[config.mk]
export PLATFORM = sky130hd
export DESIGN_NAME = lcd_cfah_ctrl
export DESIGN_NICKNAME = d
export VERILOG_FILES = /design/src/rtl/lcd_cfah_pkg.sv /design/src/rtl/lcd_cfah_delay.sv /design/src/rtl/lcd_cfah_ctrl.sv
export SDC_FILE = /design/constraint.sdc
export NUM_CORES = 1
export LEC_CHECK = 0
export ABC_AREA = 1
export CORE_ASPECT_RATIO = 2
export CORE_MARGIN = 3
export CORE_UTILIZATION = 45
export DETAILED_ROUTE_END_ITERATION = 8
export PLACE_DENSITY_LB_ADDON = 0.1
export SETUP_SLACK_MARGIN = 0.4
export SYNTH_ARGS = -nofsm -noshare
export SYNTH_HDL_FRONTEND = slang
export SYNTH_SLANG_ARGS = --single-unit
export TNS_END_PERCENT = 10
[constraint.sdc]
create_clock -name clk -period 1.9 [get_ports clk]
set_input_delay 0.475 -clock clk [delete_from_list [all_inputs] [get_ports clk]]
set_output_delay 0.475 -clock clk [all_outputs]
set_load 0.02 [all_outputs]
[src/rtl/lcd_cfah_pkg.sv]
// Shared definitions for the CFAH1602 command sequencer.
// Holds the controller state encoding, the HD44780 command bytes, the
// power-up init ROM and the microsecond-to-cycle conversion helper.
package lcd_cfah_pkg;

  typedef enum logic [3:0] {
    S_PWR_WAIT  = 4'd0,
    S_INIT_CMD  = 4'd1,
    S_WAIT_DONE = 4'd2,
    S_DELAY     = 4'd3,
    S_IDLE      = 4'd4,
    S_SET_ADDR  = 4'd5,
    S_WR_CHAR   = 4'd6,
    S_CLEAR     = 4'd7,
    S_BUSY_RD   = 4'd8,
    S_BUSY_WAIT = 4'd9
  } t_lcd_ctrl_state;

  localparam logic [7:0] C_LCD_FUNC_SET = 8'h38;
  localparam logic [7:0] C_LCD_DISP_ON  = 8'h0C;
  localparam logic [7:0] C_LCD_CLEAR    = 8'h01;
  localparam logic [7:0] C_LCD_ENTRY    = 8'h06;
  localparam logic [7:0] C_LCD_DDRAM_L0 = 8'h80;
  localparam logic [7:0] C_LCD_DDRAM_L1 = 8'hC0;

  localparam int unsigned C_INIT_LEN = 4;
  localparam logic [7:0] C_INIT_ROM [C_INIT_LEN] = '{
    C_LCD_FUNC_SET, C_LCD_DISP_ON, C_LCD_CLEAR, C_LCD_ENTRY
  };

  // ceil(us * 1000 / clk_ns), never less than one cycle
  function automatic int unsigned us_to_cycles(input int unsigned us,
                                               input int unsigned clk_ns);
    int unsigned cyc;
    cyc = (us * 32'd1000 + clk_ns - 32'd1) / clk_ns;
    if (cyc == 32'd0) cyc = 32'd1;
    return cyc;
  endfunction

endpackage

[src/rtl/lcd_cfah_delay.sv]
// Loadable down-counter used for the power-up and post-command waits.
// Ports: clk/rst (sync active-high), i_load/i_value load a cycle count,
// o_expire_c is high during the last counted cycle (count == 1).
module lcd_cfah_delay #(
  parameter int unsigned G_W = 8
) (
  input  logic           clk,
  input  logic           rst,
  input  logic           i_load,
  input  logic [G_W-1:0] i_value,
  output logic           o_expire_c
);

  logic [G_W-1:0] cnt_q, cnt_d;

  // load wins; otherwise count down and park at zero
  always_comb begin
    cnt_d = cnt_q;
    if (i_load)                 cnt_d = i_value;
    else if (cnt_q != '0)       cnt_d = cnt_q - G_W'(1);
  end

  always_ff @(posedge clk) begin
    if (rst) cnt_q <= '0;
    else     cnt_q <= cnt_d;
  end

  assign o_expire_c = (cnt_q == G_W'(1));

endmodule

[src/rtl/lcd_cfah_ctrl.sv]
// CFAH1602 command sequencer feeding lcd_cfah_itf.
// Runs the power-up init sequence, then turns character requests into a
// DDRAM address command plus data write, and services clear requests.
// Ports: clk/rst (sync active-high); i_char_* / o_char_ready user request
// handshake; i_clear clear request; o_init_done init status; o_wdata/o_rs/
// o_rw/o_start drive the interface, i_done/i_rdata come back from it.
// Optional macro LCD_BUSY_POLL_EN: replaces post-command delays with busy
// flag reads (except after the first init command). Default: fixed delays.
module lcd_cfah_ctrl
  import lcd_cfah_pkg::*;
#(
  parameter int unsigned G_CLK_PERIOD_NS  = 20,
  parameter int unsigned G_PWR_UP_WAIT_US = 40000,
  parameter int unsigned G_CMD_WAIT_US    = 40,
  parameter int unsigned G_CLR_WAIT_US    = 1600
) (
  input  logic       clk,
  input  logic       rst,
  input  logic       i_char_valid,
  input  logic [7:0] i_char_data,
  input  logic       i_char_line,
  input  logic [3:0] i_char_col,
  output logic       o_char_ready,
  input  logic       i_clear,
  output logic       o_init_done,
  output logic [7:0] o_wdata,
  output logic       o_rs,
  output logic       o_rw,
  output logic       o_start,
  input  logic       i_done,
  input  logic [7:0] i_rdata
);

  localparam int unsigned PWR_CYC = us_to_cycles(G_PWR_UP_WAIT_US, G_CLK_PERIOD_NS);
  localparam int unsigned CMD_CYC = us_to_cycles(G_CMD_WAIT_US, G_CLK_PERIOD_NS);
  localparam int unsigned CLR_CYC = us_to_cycles(G_CLR_WAIT_US, G_CLK_PERIOD_NS);
  localparam int unsigned MAX_A   = (PWR_CYC > CMD_CYC) ? PWR_CYC : CMD_CYC;
  localparam int unsigned MAX_CYC = (MAX_A > CLR_CYC) ? MAX_A : CLR_CYC;
  localparam int unsigned DLY_W   = $clog2(MAX_CYC + 1);

  t_lcd_ctrl_state state_q, state_d;
  logic [1:0]      init_idx_q, init_idx_d;
  logic [1:0]      init_nxt_c;
  logic            init_done_q, init_done_d;
  logic            pwr_arm_q, pwr_arm_d;
  logic            wr_pend_q, wr_pend_d;
  logic [7:0]      char_q, char_d;
  logic            start_q, start_d;
  logic [7:0]      wdata_q, wdata_d;
  logic            rs_q, rs_d;
  logic            rw_q, rw_d;
  logic            ready_q, ready_d;
  logic            advance_c;
  logic            dly_load_c;
  logic [DLY_W-1:0] dly_val_c;
  logic            dly_expire_c;

`ifndef LCD_BUSY_POLL_EN
  logic unused_rdata;
  assign unused_rdata = ^i_rdata;
`endif

  lcd_cfah_delay #(.G_W(DLY_W)) u_delay (
    .clk        (clk),
    .rst        (rst),
    .i_load     (dly_load_c),
    .i_value    (dly_val_c),
    .o_expire_c (dly_expire_c)
  );

  assign init_nxt_c = init_idx_q + 2'd1;

  // next-state and registered-output logic
  always_comb begin
    state_d     = state_q;
    init_idx_d  = init_idx_q;
    init_done_d = init_done_q;
    pwr_arm_d   = pwr_arm_q;
    wr_pend_d   = wr_pend_q;
    char_d      = char_q;
    start_d     = 1'b0;
    wdata_d     = wdata_q;
    rs_d        = rs_q;
    rw_d        = rw_q;
    advance_c   = 1'b0;
    dly_load_c  = 1'b0;
    dly_val_c   = '0;

    case (state_q)
      S_PWR_WAIT: begin
        // first cycle arms the counter, then wait for it to run out
        if (!pwr_arm_q) begin
          pwr_arm_d  = 1'b1;
          dly_load_c = 1'b1;
          dly_val_c  = DLY_W'(PWR_CYC);
        end else if (dly_expire_c) begin
          state_d    = S_INIT_CMD;
          init_idx_d = 2'd0;
          start_d    = 1'b1;
          wdata_d    = C_INIT_ROM[0];
          rs_d       = 1'b0;
          rw_d       = 1'b0;
        end
      end

      S_INIT_CMD, S_SET_ADDR, S_WR_CHAR, S_CLEAR: state_d = S_WAIT_DONE;

      S_WAIT_DONE: begin
        if (i_done) begin
`ifdef LCD_BUSY_POLL_EN
          // busy flag is not valid until the function set has executed
          if (!init_done_q && init_idx_q == 2'd0) begin
            state_d    = S_DELAY;
            dly_load_c = 1'b1;
            dly_val_c  = DLY_W'(CMD_CYC);
          end else begin
            state_d = S_BUSY_RD;
            start_d = 1'b1;
            wdata_d = 8'h00;
            rs_d    = 1'b0;
            rw_d    = 1'b1;
          end
`else
          state_d    = S_DELAY;
          dly_load_c = 1'b1;
          dly_val_c  = (wdata_q == C_LCD_CLEAR && !rs_q) ? DLY_W'(CLR_CYC)
                                                         : DLY_W'(CMD_CYC);
`endif
        end
      end

      S_DELAY: begin
        if (dly_expire_c) advance_c = 1'b1;
      end

`ifdef LCD_BUSY_POLL_EN
      S_BUSY_RD: state_d = S_BUSY_WAIT;

      S_BUSY_WAIT: begin
        if (i_done) begin
          if (i_rdata[7]) begin
            state_d = S_BUSY_RD;
            start_d = 1'b1;
          end else begin
            advance_c = 1'b1;
          end
        end
      end
`endif

      S_IDLE: begin
        // clear wins; a simultaneous char request stays pending upstream
        if (i_clear) begin
          state_d = S_CLEAR;
          start_d = 1'b1;
          wdata_d = C_LCD_CLEAR;
          rs_d    = 1'b0;
          rw_d    = 1'b0;
        end else if (i_char_valid) begin
          state_d   = S_SET_ADDR;
          char_d    = i_char_data;
          wr_pend_d = 1'b1;
          start_d   = 1'b1;
          wdata_d   = (i_char_line ? C_LCD_DDRAM_L1 : C_LCD_DDRAM_L0) |
                      {4'h0, i_char_col};
          rs_d      = 1'b0;
          rw_d      = 1'b0;
        end
      end

      default: state_d = S_PWR_WAIT;
    endcase

    // what follows a completed command wait
    if (advance_c) begin
      rw_d = 1'b0;
      if (!init_done_q) begin
        if (init_idx_q == 2'(C_INIT_LEN - 1)) begin
          init_done_d = 1'b1;
          state_d     = S_IDLE;
        end else begin
          init_idx_d = init_nxt_c;
          state_d    = S_INIT_CMD;
          start_d    = 1'b1;
          wdata_d    = C_INIT_ROM[init_nxt_c];
          rs_d       = 1'b0;
        end
      end else if (wr_pend_q) begin
        wr_pend_d = 1'b0;
        state_d   = S_WR_CHAR;
        start_d   = 1'b1;
        wdata_d   = char_q;
        rs_d      = 1'b1;
      end else begin
        state_d = S_IDLE;
      end
    end

    ready_d = (state_d == S_IDLE);
  end

  always_ff @(posedge clk) begin
    if (rst) begin
      state_q     <= S_PWR_WAIT;
      init_idx_q  <= 2'd0;
      init_done_q <= 1'b0;
      pwr_arm_q   <= 1'b0;
      wr_pend_q   <= 1'b0;
      char_q      <= 8'h00;
      start_q     <= 1'b0;
      wdata_q     <= 8'h00;
      rs_q        <= 1'b0;
      rw_q        <= 1'b0;
      ready_q     <= 1'b0;
    end else begin
      state_q     <= state_d;
      init_idx_q  <= init_idx_d;
      init_done_q <= init_done_d;
      pwr_arm_q   <= pwr_arm_d;
      wr_pend_q   <= wr_pend_d;
      char_q      <= char_d;
      start_q     <= start_d;
      wdata_q     <= wdata_d;
      rs_q        <= rs_d;
      rw_q        <= rw_d;
      ready_q     <= ready_d;
    end
  end

  assign o_char_ready = ready_q;
  assign o_init_done  = init_done_q;
  assign o_start      = start_q;
  assign o_wdata      = wdata_q;
  assign o_rs         = rs_q;
  assign o_rw         = rw_q;

endmodule

=== After elaboration in Yosys (flattened, before gate mapping) ===
Index checks and enable logic that the tools add are counted.

* Bits in latches: 0
* Memories kept: 0
* Memory bits (writable): 0
* Word-level logic and storage cells: 112
* Register bits after elaboration: 50
* ROM bits: 0

* Reduce and logical (&&, ||, !) cells: 10
* Order comparisons: 1
* Multipliers: 0
* Add/subtract/negate cells: 2
* Shift-type cells: 0
* Div/mod/pow operators: 0
* Muxes and demuxes: 70
* Eq/ne operators: 14
* Bitwise logic cells: 3

{| class="wikitable"
|+ Operator list
! cell !! count
|-
| 2-to-1 mux 8 bit || 10
|-
| 2-to-1 mux 21 bit || 3
|-
| case mux 21 bit (2 select lines) || 1
|-
| 2-to-1 mux 17 bit || 2
|-
| 2-to-1 mux 1 bit || 31
|-
| 2-to-1 mux 4 bit || 7
|-
| == test 21 x 1 -> 1 bit (second input constant) || 1
|-
| nonzero test 21 bit || 1
|-
| subtractor 21 x 1 -> 21 bit (second input constant) || 1
|-
| == test 4 x 3 -> 1 bit (second input constant) || 5
|-
| case mux 4 bit (5 select lines) || 1
|-
| binary-select mux 8 bit (select 2 bit) || 1
|-
| case mux 8 bit (2 select lines) || 1
|-
| 2-to-1 mux 2 bit || 7
|-
| == test 4 x 2 -> 1 bit (second input constant) || 2
|-
| == test 8 x 1 -> 1 bit (second input constant) || 1
|-
| OR 8 x 4 -> 8 bit || 1
|-
| case mux 1 bit (2 select lines) || 4
|-
| 2-to-1 mux 7 bit || 1
|-
| == test 4 x 1 -> 1 bit (second input constant) || 1
|-
| logical NOT 4 bit || 1
|-
| != test 2 bit (second input constant) || 2
|-
| AND reduction 4 bit || 1
|-
| nonzero test 2 bit || 2
|-
| 12 further kinds || 12
|}

=== Logic depth before layout (Yosys ltp) ===
* Depth after elaboration: 8
* Mapped depth: 11
* Mapped depth without buffers: 11

=== Hierarchy ===
From an unflattened synthesis, not the netlist that was laid out.

* Cells, all modules: 467
* Area total of the unflattened synthesis: 2980.4 sq um

{| class="wikitable"
|+ By module, submodules not included
! module !! sequential area each (sq um) !! area each (sq um) !! cells an instance !! instances
|-
| lcd_cfah_ctrl || 560.5 || 1577.8 || 237 || 1
|-
| lcd_cfah_delay || 420.4 || 1402.6 || 230 || 1
|}

=== Worst setup path before layout ===
Ideal clock, no wire load.

* Path type: reg-to-reg
* Start: register u_delay.cnt_q[1]
* End: register wdata_q[6] (netlist: o_wdata[6])
* Setup slack: 0.364 ns
* Stages on the path, launching flop included: 10
* Arrival: 1.419 ns
* Clock period less this slack: 1.536 ns
* Cell sequence: dfxtp_1 -> inv_1 -> ha_1 -> nor3b_2 -> nand2_4 -> nor2_8 -> nand3_4 -> buf_6 -> o21ai_0 -> nor2_1

* Cells in the longest elaborated chain, start to end: 7
* Elaborated cells between the ends (all ways): 10
* Classes of those cells: eq/ne: 1; mux: 9

{| class="wikitable"
|+ Ends and longest elaborated chain
! item !! line !! text
|-
| start: declaration || lcd_cfah_delay.sv:14 || <nowiki>logic [G_W-1:0] cnt_q, cnt_d;</nowiki>
|-
| start signal: assignment || lcd_cfah_delay.sv:25 || <nowiki>else cnt_q <= cnt_d;</nowiki>
|-
| == test 21 x 1 -> 1 bit (*) || lcd_cfah_delay.sv:28 || <nowiki>assign o_expire_c = (cnt_q == G_W'(1));</nowiki>
|-
| 2-to-1 mux 8 bit || lcd_cfah_ctrl.sv:96 || <nowiki>end else if (dly_expire_c) begin</nowiki>
|-
| 2-to-1 mux 8 bit || lcd_cfah_ctrl.sv:92 || <nowiki>if (!pwr_arm_q) begin</nowiki>
|-
| case mux 8 bit (2 select lines) || lcd_cfah_ctrl.sv:89 || <nowiki>case (state_q)</nowiki>
|-
| 2-to-1 mux 8 bit (on tied branches) || lcd_cfah_ctrl.sv:178, lcd_cfah_ctrl.sv:188 ||
|-
| 2-to-1 mux 8 bit || lcd_cfah_ctrl.sv:177 || <nowiki>if (!init_done_q) begin</nowiki>
|-
| 2-to-1 mux 8 bit (*) || lcd_cfah_ctrl.sv:175 || <nowiki>if (advance_c) begin</nowiki>
|-
| end signal: assignment || lcd_cfah_ctrl.sv:223 || <nowiki>wdata_q <= wdata_d;</nowiki>
|-
| end: declaration || lcd_cfah_ctrl.sv:49 || <nowiki>logic [7:0] wdata_q, wdata_d;</nowiki>
|}

Mark *: on every way between the ends. The rest lies on a longest branch, timed or not.
A chain may end at the register's enable or synchronous reset.

=== Worst setup path after layout ===
* Start: register wdata_q[1] (netlist: o_wdata[1])
* End: output o_wdata[1]

{| class="wikitable"
|+ RTL lines
! item !! line !! text
|-
| end: declaration || lcd_cfah_ctrl.sv:26 || <nowiki>output logic [7:0] o_wdata,</nowiki>
|}

No word-level cell between the ends.

==> results.md <==
* Final period util at 92.6%
* Initial Util at 47.3%
* RSZ-0062 raised after global routing: true
* CTS tree: yes
* WP buf/inv at 1
* Via/cell ratio at 5.22
* Worst Hold Launch: char_q[2]
* Top Family by Delay on Critical Path: buffers and inverters
* Post-DP Area at 3230 sq um
* Core area at 5810 sq um
* Slack of the critical path at 141 ps
* Status: finished, final reports clean
* Peak supply drop at 552 uV
* Worst hold path stage count at 2
* Mux share of post-synthesis cell area at 0%
* Xor and xnor area share after synthesis at 2.55%
* TritonCTS Sinks at 49
* LEAKAGE at approximately 1.6 nW
* Port bufs at 29
* Crit path max-delay cell type: clkdlybuf4s50_1
* Yosys top cell area share at 35.7%
* Simple-gate share of the synthesized area at about a third
* Vias at 2755
* Worst R2R End: o_wdata[5]
* Max-cap violations at 0
* Hold Path Class: register to register
* Max stage delay on crit path at 620 ps
* Vias in the first global route at 2648
* Final Hold Slack at ~450 ps
* Mapped cell area at between 2000 and 3000 sq um
* Residual DRC at 0
* Overflow left after global routing at 0
* Final hold viol count at 0
* Root Driver: clkbuf_16
* Crit Path Class: register to primary output
* Most common cell in the synthesized netlist: nand2_1
* Worst Skew at approximately 4.6 ps
* FP Rows at 39
* Synthesized area per cell at 6.94 sq um
* H-tree levels at 2
* Largest net degree at the start of global routing at 18
* Post-synth top cells: nand2_1 (76), nor2_1 (58), dfxtp_1 (49), inv_1 (46), a21oi_1 (41)
* R2R setup slack at around 200 ps
* Post-synth EDFFs at 0
* Yosys cell types at 40
* Die width at 61.3 um
* Initial DRC count at 107
* Reg-to-Reg Start: u_delay.cnt_q[1]
* Largest family of logic cells by synthesized area: simple AND/OR/NAND/NOR gates
* Layout cells sized above 1 at 26.1%
* Design area at 3710 sq um
* Syn Inst Count at 396
* Post-synthesis compound-gate area fraction at 14.1%
* Seq/Total Area, Yosys at between 30% and 40%
* Startpoint Class: register
* P&R area growth vs syn at 35.1%
* F_max at 0.569 GHz
* Reg2reg path depth at 10
* DP Worst Slack at -58.9 ps
* Nets at roughly 500
* Post-layout minimum cycle time at between 1500 and 2000 ps
* Area contributors post-synth: dfxtp_1 (36%), nand2_1 (10%), nor2_1 (7.9%)
* Power Density at approximately 1000 nW/um^2
* CP Cell Sequence: clkdlybuf4s50_1
* Antenna violations before repair at 0
* DIE HEIGHT at 117 um
* Reg clk slew, reported paths at about 70 ps
* DR WL/cell at 14.5 um
* Clock buffer depth at 2
* GPL Wtd Cong at 0.886
* Die area at 7140 sq um
* Clk_lat worst skew at 290 ps
* TNS Setup at 0 ps
* Adder-Cell Fraction of Synth Area at 3.19%
* Warnings, synthesis at 0
* Yosys top cell by area: dfxtp_1
* Pre-antenna DRT Iters at 4
* CTS hold repair buffers at 0
* N_diodes at 0
* Worst EP arrival at 1280 ps
* Setup crit end kind: primary output
* CP Data Required Time at 1420 ps
* Async SR Flop Fraction at 0%
* CTS Buf Count at 5
* # IOs at 39
* Worst Hold End: char_q[2]
* Setup violators final at 0
* First-pass GRT wire length at 12.3 mm
* Most common flop cell mapped by yosys: dfxtp_1
* Critical Path Fanout Max at 3
* Max Slew Vio Count at 0
* Drt total wl at between 7 and 8 mm
* Flops & latches, synth at between 40 and 50
* DRT antenna net count at 0
* GRT Total Usage at 23.5%
* Final HPWL DP at 5.56 mm
[layout by cell type, fill, tap and decap left out, types with 5 or more instances in the layout]
master and instances:
nand4_1 6, nand2_1 73, inv_2 11, inv_1 44, clkdlybuf4s50_1 25, nor2_1 52, nand3_1 15, nor2_4 8
o21ai_0 15, buf_4 38, dfxtp_2 9, clkbuf_16 5, ha_1 5, nor2_2 9, dfxtp_1 40, o21ai_1 6
nand2_2 7, nand2_4 8, a21oi_1 39
[layout make-up]
class | instances | area [sq um]
fill | 523 | 2090
multi-input combinational | 285 | 1660
sequential | 49 | 992
timing repair buffer | 69 | 597
inverter | 56 | 211
clock buffer | 7 | 143
tap | 61 | 76.3
clock inverter | 1 | 30.0
[power breakdown]
part | switching, mW | leakage [nW] | internal, mW
clock | 0.399 | 0.0841 | 0.659
sequential | 0.146 | 0.402 | 1.15
combinational | 0.817 | 1.15 | 0.624
[what timing repair did]
| action | in CTS | in global routing |
|---|---|---|
| gates cloned | 1 | 0 |
| buffers inserted | 14 | 6 |
| resized for setup | 20 | 29 |
| endpoints found under the setup margin | 54 | 59 |
| pin swaps | 10 | 15 |
[cells by family after synthesis]
| kind of cell | count (synthesis) |
|---|---|
| AOI/OAI and AO/OA | 72 |
| xor gates and xnor gates | 8 |
| adders and majority gates | 7 |
| buffers and inverters | 64 |
| DFF | 49 |
| other | 1 |
| and+or+nand+nor | 195 |
[state kept, by name, summed over array words and instances (netlist names)]
signal,flops
o_char_ready,1
o_wdata,8
wr_pend_q,1
u_delay.cnt_q,21
o_start,1
o_init_done,1
o_rs,1
pwr_arm_q,1
init_idx_q,2
char_q,8
state_q,4
[worst max-delay path by stage]
stage                                  from                end  slack (ps)  depth (start not counted)
after global placement         i_char_valid         o_wdata[6]          -5                         10
after floorplan            u_delay.cnt_q[1]         o_wdata[5]         390                          9
after CTS                        o_wdata[1]         o_wdata[1]         140                          1
final                            o_wdata[1]         o_wdata[1]         140                          1
after global routing      u_delay.cnt_q[17]  u_delay.cnt_q[18]          70                         12
after detailed placement       i_char_valid         o_wdata[6]         -60                         10
[per-layer routing]
metal,routed length [um],part of all wire [%],track usage (%)
met3,219,2.9,3.65
met2,4610,60,46.1
met4,260,3.4,11.1
met5,0,0,0
met1,2590,34,21.7
[stage by stage]
stage,cells,power (mW),utilization (%)
after floorplan,397,2.18,-
after global placement,499,2.49,55.6
after detailed placement,499,2.51,55.6
after CTS,522,3.67,61.3
after global routing,528,4.01,64.0
final,528,3.79,64.0
No activity file was read; power rests on OpenSTA's default activity.
